==> config.mk <==
export PLATFORM = sky130hd
export DESIGN_NAME = uart_tx_arbiter_flat
export DESIGN_NICKNAME = d
export VERILOG_FILES = /design/src/rtl/uart_tx_arbiter_if.sv /design/src/rtl/uart_tx_arbiter.sv /design/src/flat_wrapper.sv
export SDC_FILE = /design/constraint.sdc
export NUM_CORES = 1
export LEC_CHECK = 0
export BUFFER_PORTS_ARGS = -buffer_cell sky130_fd_sc_hd__buf_2
export CORE_MARGIN = 1.5
export CORE_UTILIZATION = 50
export CTS_CLUSTER_DIAMETER = 200
export DETAILED_ROUTE_END_ITERATION = 10
export GPL_TIMING_DRIVEN = 0
export PLACE_DENSITY = 0.83
export SETUP_SLACK_MARGIN = 0.3
export SYNTH_ARGS = -nofsm -noshare
export SYNTH_HDL_FRONTEND = slang
export SYNTH_SLANG_ARGS = --single-unit
==> constraint.sdc <==
create_clock -name clock -period 3.3 [get_ports clock]
set_input_delay 0.33 -clock clock [delete_from_list [all_inputs] [get_ports clock]]
set_output_delay 0.33 -clock clock [all_outputs]
set_load 0.03 [all_outputs]
==> src/rtl/uart_tx_arbiter_if.sv <==
// Requester/UART handshake bundle for uart_tx_arbiter.
// The arbiter connects through the master modport; the requesters and UART sit on the slave side.
interface uart_tx_arbiter_if #(
  parameter int NUM_REQ = 4
);
  localparam int GW = (NUM_REQ > 1) ? $clog2(NUM_REQ) : 1;

  logic [NUM_REQ-1:0]   req;
  logic [NUM_REQ*8-1:0] req_data;
  logic [NUM_REQ-1:0]   ack;
  logic [7:0]           uart_send_data;
  logic                 uart_start;
  logic                 uart_busy;
  logic [GW-1:0]        grant_id;
  logic                 active;
  logic                 err;

  modport master (
    input  req, req_data, uart_busy,
    output ack, uart_send_data, uart_start, grant_id, active, err
  );

  modport slave (
    output req, req_data, uart_busy,
    input  ack, uart_send_data, uart_start, grant_id, active, err
  );
endinterface

==> src/rtl/uart_tx_arbiter.sv <==
// Round-robin arbiter that shares one UART transmitter among NUM_REQ byte requesters.
// Define UART_ARB_TAG_EN to precede every granted byte with a tag byte (TAG_BASE + grant_id).
module uart_tx_arbiter #(
  parameter int         NUM_REQ     = 4,
  parameter logic [7:0] TAG_BASE    = 8'hF0,
  parameter int         WAIT_HI_MAX = 15
) (
  input  logic               clock,
  input  logic               reset,
  uart_tx_arbiter_if.master  bus
);
  localparam int GW = (NUM_REQ > 1) ? $clog2(NUM_REQ) : 1;
  localparam int CW = (WAIT_HI_MAX > 1) ? $clog2(WAIT_HI_MAX) : 1;
  localparam logic [CW-1:0]      HI_LAST = CW'(WAIT_HI_MAX - 1);
  localparam logic [NUM_REQ-1:0] ACK_ONE = NUM_REQ'(1);

  typedef enum logic [2:0] {
    IDLE,
`ifdef UART_ARB_TAG_EN
    TAG_START,
    TAG_HI,
    TAG_LO,
`endif
    DATA_START,
    DATA_HI,
    DATA_LO
  } state_t;

  state_t        state;
  logic [GW-1:0] last_grant;
  logic [CW-1:0] hi_cnt;
`ifdef UART_ARB_TAG_EN
  logic [7:0]    data_latch;
`endif

  logic          win_found;
  logic [GW-1:0] win_idx;
  logic [GW-1:0] cand;
  logic [7:0]    win_byte;

  // First requester found scanning upward from last_grant+1, wrapping at NUM_REQ.
  always_comb begin
    win_found = 1'b0;
    win_idx   = '0;
    cand      = '0;
    for (int unsigned off = 1; off <= NUM_REQ; off++) begin
      cand = GW'((32'(last_grant) + off) % NUM_REQ);
      if (!win_found && 1'(bus.req >> cand)) begin
        win_found = 1'b1;
        win_idx   = cand;
      end
    end
    win_byte = 8'(bus.req_data >> {win_idx, 3'b000});
  end

  always_ff @(posedge clock) begin
    if (!reset) begin
      state              <= IDLE;
      last_grant         <= GW'(NUM_REQ - 1);
      hi_cnt             <= '0;
      bus.ack            <= '0;
      bus.uart_start     <= 1'b0;
      bus.uart_send_data <= '0;
      bus.grant_id       <= '0;
      bus.active         <= 1'b0;
      bus.err            <= 1'b0;
`ifdef UART_ARB_TAG_EN
      data_latch         <= '0;
`endif
    end else begin
      bus.ack        <= '0;
      bus.uart_start <= 1'b0;
      bus.err        <= 1'b0;
      case (state)
        IDLE: begin
          if (win_found && !bus.uart_busy) begin
            bus.ack      <= ACK_ONE << win_idx;
            bus.grant_id <= win_idx;
            last_grant   <= win_idx;
            bus.active   <= 1'b1;
`ifdef UART_ARB_TAG_EN
            data_latch         <= win_byte;
            bus.uart_send_data <= TAG_BASE + 8'(win_idx);
            state              <= TAG_START;
`else
            bus.uart_send_data <= win_byte;
            state              <= DATA_START;
`endif
          end
        end
`ifdef UART_ARB_TAG_EN
        TAG_START: begin
          bus.uart_start <= 1'b1;
          hi_cnt         <= '0;
          state          <= TAG_HI;
        end
        TAG_HI: begin
          if (bus.uart_busy) begin
            state <= TAG_LO;
          end else if (hi_cnt == HI_LAST) begin
            bus.err    <= 1'b1;
            bus.active <= 1'b0;
            state      <= IDLE;
          end else begin
            hi_cnt <= hi_cnt + 1'b1;
          end
        end
        TAG_LO: begin
          if (!bus.uart_busy) begin
            bus.uart_send_data <= data_latch;
            state              <= DATA_START;
          end
        end
`endif
        DATA_START: begin
          bus.uart_start <= 1'b1;
          hi_cnt         <= '0;
          state          <= DATA_HI;
        end
        // The UART has WAIT_HI_MAX cycles, counted from entry, to raise busy.
        DATA_HI: begin
          if (bus.uart_busy) begin
            state <= DATA_LO;
          end else if (hi_cnt == HI_LAST) begin
            bus.err    <= 1'b1;
            bus.active <= 1'b0;
            state      <= IDLE;
          end else begin
            hi_cnt <= hi_cnt + 1'b1;
          end
        end
        DATA_LO: begin
          if (!bus.uart_busy) begin
            bus.active <= 1'b0;
            state      <= IDLE;
          end
        end
        default: begin
          bus.active <= 1'b0;
          state      <= IDLE;
        end
      endcase
    end
  end
endmodule

==> src/flat_wrapper.sv <==
// flat-port wrapper written by rule: the top's interface ports become plain ports
module uart_tx_arbiter_flat 
#(
  parameter int         NUM_REQ     = 4,
  parameter logic [7:0] TAG_BASE    = 8'hF0,
  parameter int         WAIT_HI_MAX = 15
)
  (clock, reset, bus_req, bus_req_data, bus_uart_busy, bus_ack, bus_uart_send_data, bus_uart_start, bus_grant_id, bus_active, bus_err);
  uart_tx_arbiter_if #(.NUM_REQ(NUM_REQ)) bus_i ();
  input  logic clock;
  input  logic reset;
  input wire logic [$bits(bus_i.req)-1:0] bus_req;
  input wire logic [$bits(bus_i.req_data)-1:0] bus_req_data;
  input wire logic [$bits(bus_i.uart_busy)-1:0] bus_uart_busy;
  output wire logic [$bits(bus_i.ack)-1:0] bus_ack;
  output wire logic [$bits(bus_i.uart_send_data)-1:0] bus_uart_send_data;
  output wire logic [$bits(bus_i.uart_start)-1:0] bus_uart_start;
  output wire logic [$bits(bus_i.grant_id)-1:0] bus_grant_id;
  output wire logic [$bits(bus_i.active)-1:0] bus_active;
  output wire logic [$bits(bus_i.err)-1:0] bus_err;
  assign bus_i.req = bus_req;
  assign bus_i.req_data = bus_req_data;
  assign bus_i.uart_busy = bus_uart_busy;
  assign bus_ack = bus_i.ack;
  assign bus_uart_send_data = bus_i.uart_send_data;
  assign bus_uart_start = bus_i.uart_start;
  assign bus_grant_id = bus_i.grant_id;
  assign bus_active = bus_i.active;
  assign bus_err = bus_i.err;
  uart_tx_arbiter #(.NUM_REQ(NUM_REQ), .TAG_BASE(TAG_BASE), .WAIT_HI_MAX(WAIT_HI_MAX)) u_core (.clock(clock), .reset(reset), .bus(bus_i));
endmodule
; Word-level counts from Yosys, hierarchy flattened
; Cells that the tools add are included.
[totals]
register_bits = 26
input_bits = 39
output_inout_bits = 17
elab_cells = 72
[op_classes]
n_addsub = 5
n_eq_ne = 10
shifts = 6
n_mux = 23
bitwise_logic = 3
reduce_logical = 16
[op_table]
columns = op, n
row1 = >> shifter 32 x 5 -> 8 bit, 1
row2 = >> shifter 4 x 2 -> 1 bit, 4
row3 = 2-to-1 mux 3 bit, 4
row4 = one-hot mux 3 bit (4 select lines), 1
row5 = 2-to-1 mux 1 bit, 10
row6 = AND reduction 3 bit, 3
row7 = 2-to-1 mux 2 bit, 4
row8 = 2-to-1 mux 4 bit, 2
row9 = one-hot mux 4 bit (2 select lines), 1
row10 = == test 3 x 2 -> 1 bit (second input constant), 2
row11 = inequality test 2 bit (second input constant), 3
row12 = AND reduction 5 bit, 1
row13 = adder 2 x 1 -> 2 bit (second input constant), 2
row14 = adder 2 bit (second input constant), 2
row15 = adder 4 x 1 -> 4 bit (second input constant), 1
row16 = == test 4 bit (second input constant), 1
row17 = logical AND 1 bit, 4
row18 = zero test 1 bit, 4
row19 = inequality test 2 x 1 -> 1 bit (second input constant), 2
row20 = one-hot mux 1 bit (4 select lines), 1
row21 = left shift 1 x 2 -> 4 bit (first input constant), 1
row22 = == test 3 x 1 -> 1 bit (second input constant), 1
row23 = zero test 3 bit, 1
row24 = inequality test 3 x 2 -> 1 bit (second input constant), 1
row25 = other kinds (4), 6

; Logic depth before layout (Yosys ltp)
; Gate-level depths: netlist of run 1.
[logic_depth]
ltp_word = 15
ltp_mapped = 7
mapped_depth_nobuf = 7

; Worst setup path before layout of run 1
; OpenSTA, ideal clock, no wires.
[synth_timing]
path_kind = reg-to-reg
start = register u_core.last_grant[1]
end = register u_core.bus.uart_send_data[2]
setup_ns = 0.140
t_arrival_ns = 1.359
path_slack_ns = 1.801
path_stages_with_launch = 8
path_buffers = 2
period_less_slack_ns = 1.499
cell_sequence = dfxtp_1 -> buf_6 -> mux2i_2 -> o21ai_4 -> nor2_8 -> buf_12 -> mux2i_1 -> o221ai_1
[synth_between]
elab_chain_cells = 14
[synth_rtl]
columns = item, line
row1 = from (decl), uart_tx_arbiter.sv:30  ; logic [GW-1:0] last_grant;
row2 = from (signal assigned), uart_tx_arbiter.sv:59  ; last_grant <= GW'(NUM_REQ - 1);
row3 = from (signal assigned), uart_tx_arbiter.sv:79  ; last_grant <= win_idx;
row4 = "parallel branches: the longest is 14 deep, another holds adder 2 x 1 -> 2 bit", n/a
row5 = to (signal assigned), uart_tx_arbiter.sv:86  ; bus.uart_send_data <= win_byte;
row6 = to (decl), uart_tx_arbiter_if.sv:20  ; output ack, uart_send_data, uart_start, grant_id, active, err
; Parallel ways; which one is timed is not known.
; A chain may end at the register's enable or synchronous reset.

; Final worst setup path of run 1
[layout_timing]
start = register u_core.last_grant[1]
end = register u_core.bus.uart_send_data[3]
; Same word-level chain as after synthesis.

==> reports/qor.txt, run 1 <==
Post-Synth Simple-Gate Area -> 21.0%
Register area share after synthesis -> 38.6%
Drt pass-1 iters -> 4
Share of cells above drive strength 1 -> 34.0%
Clock slew at reported path FFs -> 0.14 ns
Clock root cell -> clkbuf_4
Vias in the first global route -> 1141
Most common cell in the netlist -> dfxtp_1
Tot Pwr -> 0.694 mW
Cell variety after synth -> 39
CP Data Required Time -> 3.50 ns
Mux contribution to synthesized area -> 10.3%
Number of enable flip-flop cells after synthesis -> 0
Synth area leaders -> dfxtp_1, mux2i_1, nand3_1
DRT iter0 DRCs -> 21
FP Rows -> 18
Crit path kind -> flop to flop
Area share of xor/xnor cells in the synthesized design -> 1.35%
FMAX -> 0.612 GHz
Hold Path Cell Cnt -> 3
Worst-margin pin slew -> 0.453 ns
Gpl congestion -> 0.812
Compound-cell area share of the yosys netlist -> 21.7%
Status -> finished, final reports clean
CP max FO -> 10
Initial Utilization -> 52.4%
Mapped Cells -> 144
GRT overflow -> 0
R2r startpoint -> u_core.last_grant[1]
CP endpoint -> u_core.bus.uart_send_data[3]
CTS max path bufs -> 2
#FFs+latches synth -> 25
Final Max Tran Viols -> 0
Worst hold path type -> input pin to flop
Area delta synth->final -> 26.4%
Final Hold Vio Count -> 0
Synth Flop Type -> dfxtp_1
Final setup viols -> 0
Detailed Route WL -> 2900 µm
Clock Skew -> 0.00533 ns
CTS tree -> done
Leak Pwr -> 0.780 nW
Cell taking the most area after synthesis -> dfxtp_1
WP data arrival -> 1.83 ns
Async SR Flop Fraction -> 0%
Commonest cells in the netlist -> dfxtp_1, nand3_1, mux2i_1
First-pass GRT wire length -> 4630 µm
Vias per inst -> 5.43
RSZ-0062 raised after global routing -> no
Overall Global Routing Usage -> 22.1%
Nets@finish -> 245
Clock sinks -> 25
CP startpoint kind -> flop
Final period util -> 49.5%
Initial antenna violation count -> 0
Die area -> 0.00291 mm²
Adder-Cell Fraction of Synth Area -> 1.93%
R2r worst-path depth -> 7
Diodes inserted -> 0
Largest net degree at the start of global routing -> 16
Setup TNS Final -> 0 ns
Max stage delay on crit path -> 0.35 ns
# DRC -> 0
Post-DP HPWL -> 2340 µm
Crit path cell chain -> buf_6 > mux2i_2 > o21ai_4 > nor2_8 > buf_12 > mux2i_1 > o221ai_1
Filler cell count -> 221
CTS buffer count -> 3
Rel. slew slack -> 69.7%
Maxcap violations -> 0
Core box area -> 0.00248 mm²
PD cells -> 423 mW/mm²
Post-Syn Area -> 0.00130 mm²
Mean Syn Cell Area -> 9.01 µm²
Worst-Skew Late Latency -> 0.31 ns
Minimum clock period -> 1.63 ns
Worst setup EP type -> flop
Critical Path Source -> u_core.last_grant[1]
Critical path's slowest cell -> dfxtp_1
PostCTS Resize Cnt -> 0
Synth top area share -> 38.6%
Avg WL per Cell -> 12.4 µm
Post-CTS Setup Repair Bufs -> 0
Largest family of logic cells by synthesized area -> compound AO/OA/AOI/OAI gates
Io pins -> 56
H-tree depth reported by CTS -> 1
Die Wd -> 53.9 µm
IO buf count -> 55
Synth warnings -> 0
Register area -> 500 µm²
Syn Nets -> 185
Cts hold-fix bufs -> 0
Post-route ant nets -> 0
Peak supply drop -> 0.281 mV
Reg2reg end -> u_core.bus.uart_send_data[3]
Multi-input gate area -> 731 µm²
Die Height -> 53.9 µm
R2R Setup Slk -> 1.67 ns
Vias -> 1266
-- area by class of cell --
class                   count  area share, %
clock buffers               3           1.37
plain buffers               6           2.90
well taps                  30           2.29
inverters                   5           1.14
clock inverters             1          0.458
repair buffers             55           16.8
multi-input cells         108           44.5
flip-flops and latches     25           30.5
-- critical path, delay by kind of cell, from the launching register on --
kind / cells / cell delay, ns
AO/OA/AOI/OAI: 2 / 0.28
buffers and inverters: 2 / 0.27
flip-flops: 1 / 0.35
multiplexers: 2 / 0.46
AND/OR/NAND/NOR: 1 / 0.14
-- flip-flops by register name, indices dropped and copies added (netlist names) --
| signal | flops |
|---|---|
| u_core.last_grant | 2 |
| u_core.bus.ack | 4 |
| u_core.bus.err | 1 |
| u_core.hi_cnt | 4 |
| u_core.bus.uart_send_data | 8 |
| u_core.bus.grant_id | 2 |
| u_core.state | 2 |
| u_core.bus.active | 1 |
| u_core.bus.uart_start | 1 |
-- where the power goes --
group          leakage, nW  total (mW)  internal, mW  switching, mW
Clock               0.0139       0.137        0.0462         0.0910
Sequential           0.204       0.343         0.327         0.0160
Combinational        0.562       0.214        0.0869          0.127
-- through the flow --
step	hold slack (ns)	area [µm²]	setup slack (ns)	util (%)	std cells
finish	0.307	1640	1.67	66.2	233
global route	0.312	1640	1.52	66.2	233
CTS	0.304	1640	1.66	66.2	233
detailed placement	0.454	1610	1.62	65.0	229
global placement	0.446	1610	1.67	65.0	229
floorplan	0.471	1300	1.80	-	144
-- cells in the final DEF (no fill, tap or decap), types with 2 or more instances in the layout --
cell | Yosys | routed
nor2_1 | 11 | 11
clkbuf_4 | 0 | 3
and3_1 | 2 | 2
o211ai_1 | 6 | 6
a21boi_0 | 3 | 3
a21o_1 | 6 | 6
nand3b_1 | 2 | 2
o21ai_1 | 2 | 2
nor3_1 | 3 | 3
nand2_1 | 10 | 10
mux2i_1 | 12 | 12
xor2_1 | 2 | 2
buf_2 | 1 | 56
dfxtp_1 | 25 | 25
nor2b_1 | 2 | 2
inv_1 | 5 | 5
ha_1 | 2 | 2
o21ai_0 | 10 | 10
o221ai_1 | 2 | 2
clkbuf_1 | 3 | 3
nand3_1 | 16 | 16
-- cell families after synthesis --
| group | count (synthesis) |
|---|---|
| AO/OA/AOI/OAI | 39 |
| XOR/XNOR | 2 |
| adder cells (fa/ha/maj) | 2 |
| buffers and inverters | 11 |
| flip-flops | 25 |
| multiplexers | 13 |
| AND/OR/NAND/NOR | 52 |
-- per-layer routing --
metal	routed length, µm	track usage [%]
met2	1460	40.4
met5	0	0
met1	1220	25.9
met4	40	8.12
met3	174	3.06
-- worst min-delay path by stage --
stage                     slack (ns)                    from                     end
final                           0.31           bus_uart_busy         u_core.state[0]
after global routing            0.31           bus_uart_busy         u_core.state[0]
after CTS                       0.30           bus_uart_busy         u_core.state[0]
after detailed placement        0.45  u_core.bus.grant_id[1]  u_core.bus.grant_id[1]
after global placement          0.45  u_core.bus.grant_id[1]  u_core.bus.grant_id[1]
after floorplan                 0.47        u_core.hi_cnt[3]        u_core.hi_cnt[3]
(Power assumes the default switching activity.)
==> inputs of run 2 (changes only) <==
Settings changed: CORE_UTILIZATION 50 to 47, PLACE_DENSITY 0.83 to 0.79.
Clock period 3.3 ns to 1.7 ns, I/O delays scaled along.
==> run 2 against run 1 <==
  * Largest power group unchanged
  * Routed wire length increased by 31%
  * Clock power increased by 110%
  * Die area increased by 6.0%
  * Critical endpoint is now u_core.bus.uart_send_data[6]
==> reports/qor.txt, run 2 (synthesis results as in run 1) <==
First-pass GRT wire length -> 5820 µm (was 4630 µm)
Leak Pwr -> 0.886 nW (was 0.780 nW)
CP max FO -> 7 (was 10)
Final setup viols -> 0 (unchanged)
Final Hold Vio Count -> 0 (unchanged)
Die Wd -> 55.5 µm (was 53.9 µm)
Switching Power -> 0.545 mW (was 0.234 mW)
Gpl congestion -> 0.818 (was 0.812)
Clock share of power -> 18.6% (was 19.8%)
Peak supply drop -> 0.628 mV (was 0.281 mV)
Most flops, register -> u_core.bus.uart_send_data (unchanged)
Post-place setup slack -> 0.0590 ns (was 1.62 ns)
Max reg flops -> 8 (unchanged)
CP startpoint kind -> flop (unchanged)
GRT overflow -> 0 (unchanged)
Final Core Density -> 76.1% (was 66.2%)
Clock sinks -> 25 (unchanged)
Hold_ws -> 0.133 ns (was 0.307 ns)
Worst-Skew Late Latency -> 0.32 ns (was 0.31 ns)
CTS buffer count -> 3 (unchanged)
Maxcap violations -> 0 (unchanged)
# DRC -> 0 (unchanged)
IO buf count -> 55 (unchanged)
Most common cell after layout, fill and taps aside -> buf_2 (unchanged)
Switching share of power -> 35.7% (was 33.8%)
Register area -> 505 µm² (was 500 µm²)
Clock Skew -> 0.00385 ns (was 0.00533 ns)
Power Internal -> 0.981 mW (was 0.460 mW)
Clock root cell -> clkbuf_4 (unchanged)
Biggest regs -> u_core.bus.uart_send_data (8), u_core.bus.ack (4), u_core.hi_cnt (4) (unchanged)
CTS max path bufs -> 2 (unchanged)
Combinational cell fraction of total power -> 37.5% (was 30.9%)
Vias per inst -> 5.52 (was 5.43)
Largest net degree at the start of global routing -> 16 (unchanged)
Clock slew at reported path FFs -> 0.15 ns (was 0.14 ns)
Post-route ant nets -> 0 (unchanged)
Most frequent cells in the layout -> buf_2, dfxtp_1, nand3_1 (unchanged)
Overall Global Routing Usage -> 23.7% (was 22.1%)
Drt pass-1 iters -> 4 (unchanged)
Avg WL per Cell -> 15.3 µm (was 12.4 µm)
Initial antenna violation count -> 0 (unchanged)
Worst setup EP type -> flop (unchanged)
Die Height -> 55.5 µm (was 53.9 µm)
Vias in the first global route -> 1348 (was 1141)
Cts hold-fix bufs -> 0 (unchanged)
Nets@finish -> 260 (was 245)
CP Data Required Time -> 1.92 ns (was 3.50 ns)
Multi-input gate area -> 866 µm² (was 731 µm²)
RSZ-0062 raised after global routing -> yes (was no)
Worst Slack Setup Final -> 0.0925 ns (was 1.67 ns)
Area delta synth->final -> 49.3% (was 26.4%)
Filler cell count -> 192 (was 221)
Minimum clock period -> 1.61 ns (was 1.63 ns)
Placed Instances -> 229 (unchanged)
Sequential power share -> 43.8% (was 49.4%)
Io pins -> 56 (unchanged)
DRT iter0 DRCs -> 30 (was 21)
Initial Utilization -> 51.0% (was 52.4%)
FMAX -> 0.622 GHz (was 0.612 GHz)
Post-DP HPWL -> 2540 µm (was 2340 µm)
Final Max Tran Viols -> 0 (unchanged)
CTS tree -> done (unchanged)
Vias -> 1369 (was 1266)
Final period util -> 94.6% (was 49.5%)
Setup TNS Final -> 0 ns (unchanged)
WP data arrival -> 1.83 ns (about the same)
Non-Filler Instances -> 248 (was 233)
Worst hold path type -> input pin to flop (unchanged)
Detailed Route WL -> 3800 µm (was 2900 µm)
Die area -> 0.00308 mm² (was 0.00291 mm²)
Status -> finished, final reports clean (unchanged)
Rel. slew slack -> 69.0% (was 69.7%)
Worst-margin pin slew -> 0.463 ns (was 0.453 ns)
Share of cells above drive strength 1 -> 50.0% (was 34.0%)
Hold Path Cell Cnt -> 3 (unchanged)
PD cells -> 788 mW/mm² (was 423 mW/mm²)
H-tree depth reported by CTS -> 1 (unchanged)
Core box area -> 0.00254 mm² (was 0.00248 mm²)
Crit path kind -> flop to flop (unchanged)
R2r worst-path depth -> 7 (unchanged)
Diodes inserted -> 0 (unchanged)
FP Rows -> 18 (unchanged)
run 2: cell count changes in the layout (fill, tap and decap cells not counted), moves of 2 or more:
cell and delta:
nor2_1 -4, o21ai_2 +2, dfxtp_2 +4, nand2_2 +3, buf_4 +9, nand2_1 -3, dfxtp_1 -4, nor3_1 -2
nor3_4 +2, nor2_2 +3, buf_6 +6, o21ai_0 -3
run 2: final timing paths:
| path | startpoint | to | slack [ns] |
|---|---|---|---|
| setup / recovery | u_core.last_grant[1] | u_core.bus.uart_send_data[6] | 0.09 |
| hold / removal | bus_req_data[18] | u_core.bus.uart_send_data[2] | 0.13 |
| setup reg to reg | u_core.last_grant[1] | u_core.bus.uart_send_data[6] | 0.09 |
| hold reg to reg | u_core.bus.grant_id[1] | u_core.bus.grant_id[1] | 0.48 |
run 2: final cells by class:
cell class              count  area share [%]
plain buffers               6            2.84
clock buffers               3            1.16
clock inverters             1           0.388
inverters                   5           0.969
multi-input cells         108            44.7
flip-flops and latches     25            26.1
well taps                  30            1.94
repair buffers             70            21.9
run 2: stage by stage:
stage | cell area, µm² | total power, mW
after floorplan | 1320 | 0.972
after global placement | 1630 | 1.09
after detailed placement | 1630 | 1.11
after CTS | 1850 | 1.48
after global routing | 1940 | 1.59
final | 1940 | 1.53
run 2: power by group through the flow:
| stage | clock (mW) | combinational [mW] | sequential [mW] |
|---|---|---|---|
| detailed placement | 0 | 0.429 | 0.678 |
| CTS | 0.285 | 0.531 | 0.666 |
| floorplan | 0 | 0.225 | 0.747 |
| finish | 0.284 | 0.573 | 0.669 |
| global placement | 0 | 0.415 | 0.675 |
| global route | 0.311 | 0.609 | 0.673 |
run 2: per-layer routing:
layer  global-route usage (%)  part of all wire (%)
met4                     8.71                   1.9
met5                        0                     0
met1                     26.4                    40
met3                     3.51                   5.3
met2                     44.9                    53
run 2: critical path: stages (launching register included):
cell and delay [ns]:
dfxtp_2 0.36, buf_6 0.13, mux2i_4 0.26, o21ai_4 0.11, buf_4 0.17, o21ai_0 0.22, a21o_1 0.17, o211ai_1 0.09
run 2: what timing repair did:
item | in CTS | in global routing
gates resized for setup | 19 | 26
setup endpoints to repair | 20 | 21
pin swaps | 12 | 13
setup buffers | 11 | 2
cloned | 2 | 0
==> inputs of run 3 (changes only) <==
Settings changed: SETUP_SLACK_MARGIN 0.3 to 0.4.
==> run 3 against run 2 <==
  * Fmax is 0.62% higher
  * Final area is 1.9% higher
  * Combinational power up 4.9%
  * First-iteration DRC count is 73% higher
  * Routed wire length grew 7.6%
  * Via count grew 2.8%
  * Final cell count is 1.6% higher
  * Clock power shrank 2%
  * Die area unchanged
  * Register-to-register slack hardly changed
  * Total power increased by 1.5%
  * Clock-buffer cell count unchanged
  * Critical path type unchanged
==> reports/qor.txt, run 3 (synthesis results as in run 1) <==
Minimum clock period -> 1.60 ns (was 1.61 ns)
Max reg flops -> 8 (unchanged)
Finished Cell Area -> 0.00197 mm² (was 0.00194 mm²)
# DRC -> 0 (unchanged)
Final Hold Vio Count -> 0 (unchanged)
Post-route ant nets -> 0 (unchanged)
RSZ-0062 raised after global routing -> yes (unchanged)
First-pass GRT wire length -> 6040 µm (was 5820 µm)
DRT iter0 DRCs -> 52 (was 30)
Maxcap violations -> 0 (unchanged)
Biggest regs -> u_core.bus.uart_send_data (8), u_core.bus.ack (4), u_core.hi_cnt (4) (unchanged)
Worst Slack Setup Final -> 0.102 ns (was 0.0925 ns)
Power Internal -> 1.00 mW (was 0.981 mW)
FMAX -> 0.626 GHz (was 0.622 GHz)
Die Wd -> 55.5 µm (unchanged)
CP startpoint kind -> flop (unchanged)
CTS buffer count -> 3 (unchanged)
FP Rows -> 18 (unchanged)
Combinational cell fraction of total power -> 38.8% (was 37.5%)
CP max FO -> 6 (was 7)
Share of cells above drive strength 1 -> 48.6% (was 50.0%)
Clock sinks -> 25 (unchanged)
Most frequent cells in the layout -> buf_2, dfxtp_1, nand3_1 (unchanged)
Setup TNS Final -> 0 ns (unchanged)
Clock slew at reported path FFs -> 0.15 ns (about the same)
Vias per inst -> 5.59 (was 5.52)
Die area -> 0.00308 mm² (unchanged)
H-tree depth reported by CTS -> 1 (unchanged)
Non-Filler Instances -> 252 (was 248)
R2r startpoint -> u_core.last_grant[1] (unchanged)
Most common cell after layout, fill and taps aside -> buf_2 (unchanged)
Drt pass-1 iters -> 4 (unchanged)
Initial antenna violation count -> 0 (unchanged)
Final Core Density -> 77.6% (was 76.1%)
Final period util -> 94.0% (was 94.6%)
CTS max path bufs -> 2 (unchanged)
Switching share of power -> 35.4% (was 35.7%)
PD cells -> 784 mW/mm² (was 788 mW/mm²)
GRT overflow -> 0 (unchanged)
Avg WL per Cell -> 16.2 µm (was 15.3 µm)
Crit path kind -> flop to flop (unchanged)
Post-DP Area -> 0.00164 mm² (was 0.00163 mm²)
Post-place setup slack -> 0.0581 ns (was 0.0590 ns)
R2R Setup Slk -> 0.10 ns (was 0.09 ns)
Diodes inserted -> 0 (unchanged)
Worst-Skew Late Latency -> 0.32 ns (about the same)
Peak supply drop -> 0.601 mV (was 0.628 mV)
Area delta synth->final -> 52.2% (was 49.3%)
Worst hold path type -> input pin to flop (unchanged)
Initial Utilization -> 51.0% (unchanged)
Most flops, register -> u_core.bus.uart_send_data (unchanged)
Largest net degree at the start of global routing -> 15 (was 16)
Leak Pwr -> 0.926 nW (was 0.886 nW)
Final setup viols -> 0 (unchanged)
R2r worst-path depth -> 8 (was 7)
Clock root cell -> clkbuf_4 (unchanged)
Reg2reg end -> u_core.bus.uart_send_data[5] (was u_core.bus.uart_send_data[6])
Core box area -> 0.00254 mm² (unchanged)
HP Start -> bus_uart_busy (was bus_req_data[18])
Hold Path Cell Cnt -> 3 (unchanged)
Clock share of power -> 18.0% (was 18.6%)
CTS tree -> done (unchanged)
Post-DP HPWL -> 2640 µm (was 2540 µm)
Overall Global Routing Usage -> 25.0% (was 23.7%)
WP data arrival -> 1.81 ns (was 1.83 ns)
Detailed Route WL -> 4090 µm (was 3800 µm)
Sequential power share -> 43.2% (was 43.8%)
Clock Skew -> 0.00866 ns (was 0.00385 ns)
Vias in the first global route -> 1393 (was 1348)
Worst setup EP type -> flop (unchanged)
Status -> finished, final reports clean (unchanged)
IO buf count -> 55 (unchanged)
Vias -> 1408 (was 1369)
Hold_ws -> 0.130 ns (was 0.133 ns)
Io pins -> 56 (unchanged)
Worst hold endpoint -> u_core.state[1] (was u_core.bus.uart_send_data[2])
Switching Power -> 0.548 mW (was 0.545 mW)
Die Height -> 55.5 µm (unchanged)
Rel. slew slack -> 66.3% (was 69.0%)
Final Max Tran Viols -> 0 (unchanged)
Tot Pwr -> 1.55 mW (was 1.53 mW)
Gpl congestion -> 0.769 (was 0.818)
Nets@finish -> 264 (was 260)
Placed Instances -> 229 (unchanged)
CP Data Required Time -> 1.91 ns (was 1.92 ns)
Worst-margin pin slew -> 0.504 ns (was 0.463 ns)
run 3: changes by cell type in the layout (fill, tap and decap cells not counted), sizes merged:
cell	delta
buf	+4
clkinv	+1
clkinvlp	-1
run 3: per-layer routing:
metal  up-vias  GRT usage, %  part of all wire (%)
met5         -             0                     0
met4         0          12.5                   3.5
met3        15          3.28                   4.5
met2        58          46.3                    51
met1       663          27.7                    41
li1        672             -                     -
run 3: power by group through the flow:
| stage | Combinational, mW | Clock [mW] | Sequential (mW) |
|---|---|---|---|
| finish | 0.601 | 0.279 | 0.668 |
| global route | 0.634 | 0.305 | 0.674 |
| CTS | 0.532 | 0.273 | 0.666 |
| detailed placement | 0.430 | 0 | 0.679 |
| global placement | 0.413 | 0 | 0.676 |
| floorplan | 0.225 | 0 | 0.747 |
run 3: worst max-delay path, cell delays in order, from the launching register on:
cell and delay [ns]:
dfxtp_2 0.35, buf_6 0.12, buf_6 0.11, nand2_4 0.04
a31o_4 0.26, o211ai_4 0.25, buf_12 0.15, a21o_1 0.10
o211ai_1 0.09
run 3: repair_timing:
| item | in CTS | in global routing |
|---|---|---|
| gates resized for setup | 19 | 17 |
| setup endpoints to repair | 22 | 23 |
| cloned | 2 | 1 |
| setup buffers | 12 | 4 |
| pin swaps | 15 | 6 |
| hold buffers | 0 | 0 |
run 3: how the worst max path moves through the flow:
stage / start / end / slack (ns) / cells past startpoint
after floorplan: u_core.last_grant[1] / u_core.bus.uart_send_data[2] / 0.24 / 7
after global placement: u_core.last_grant[1] / u_core.bus.uart_send_data[2] / 0.16 / 7
after detailed placement: u_core.state[0] / u_core.bus.uart_send_data[5] / 0.06 / 5
after CTS: u_core.last_grant[1] / u_core.bus.uart_send_data[2] / 0.10 / 7
after global routing: u_core.last_grant[1] / u_core.bus.uart_send_data[2] / 0.06 / 7
final: u_core.last_grant[1] / u_core.bus.uart_send_data[5] / 0.10 / 8
run 3: final cells by class:
cell class	count	area (µm²)
multi-input combinational	108	842
sequential	25	507
timing repair buffer	74	487
clock inverter	1	5.00
inverter	5	18.8
clock buffer	3	22.5
tap	30	37.5
buffer	6	55.1
fill	199	571
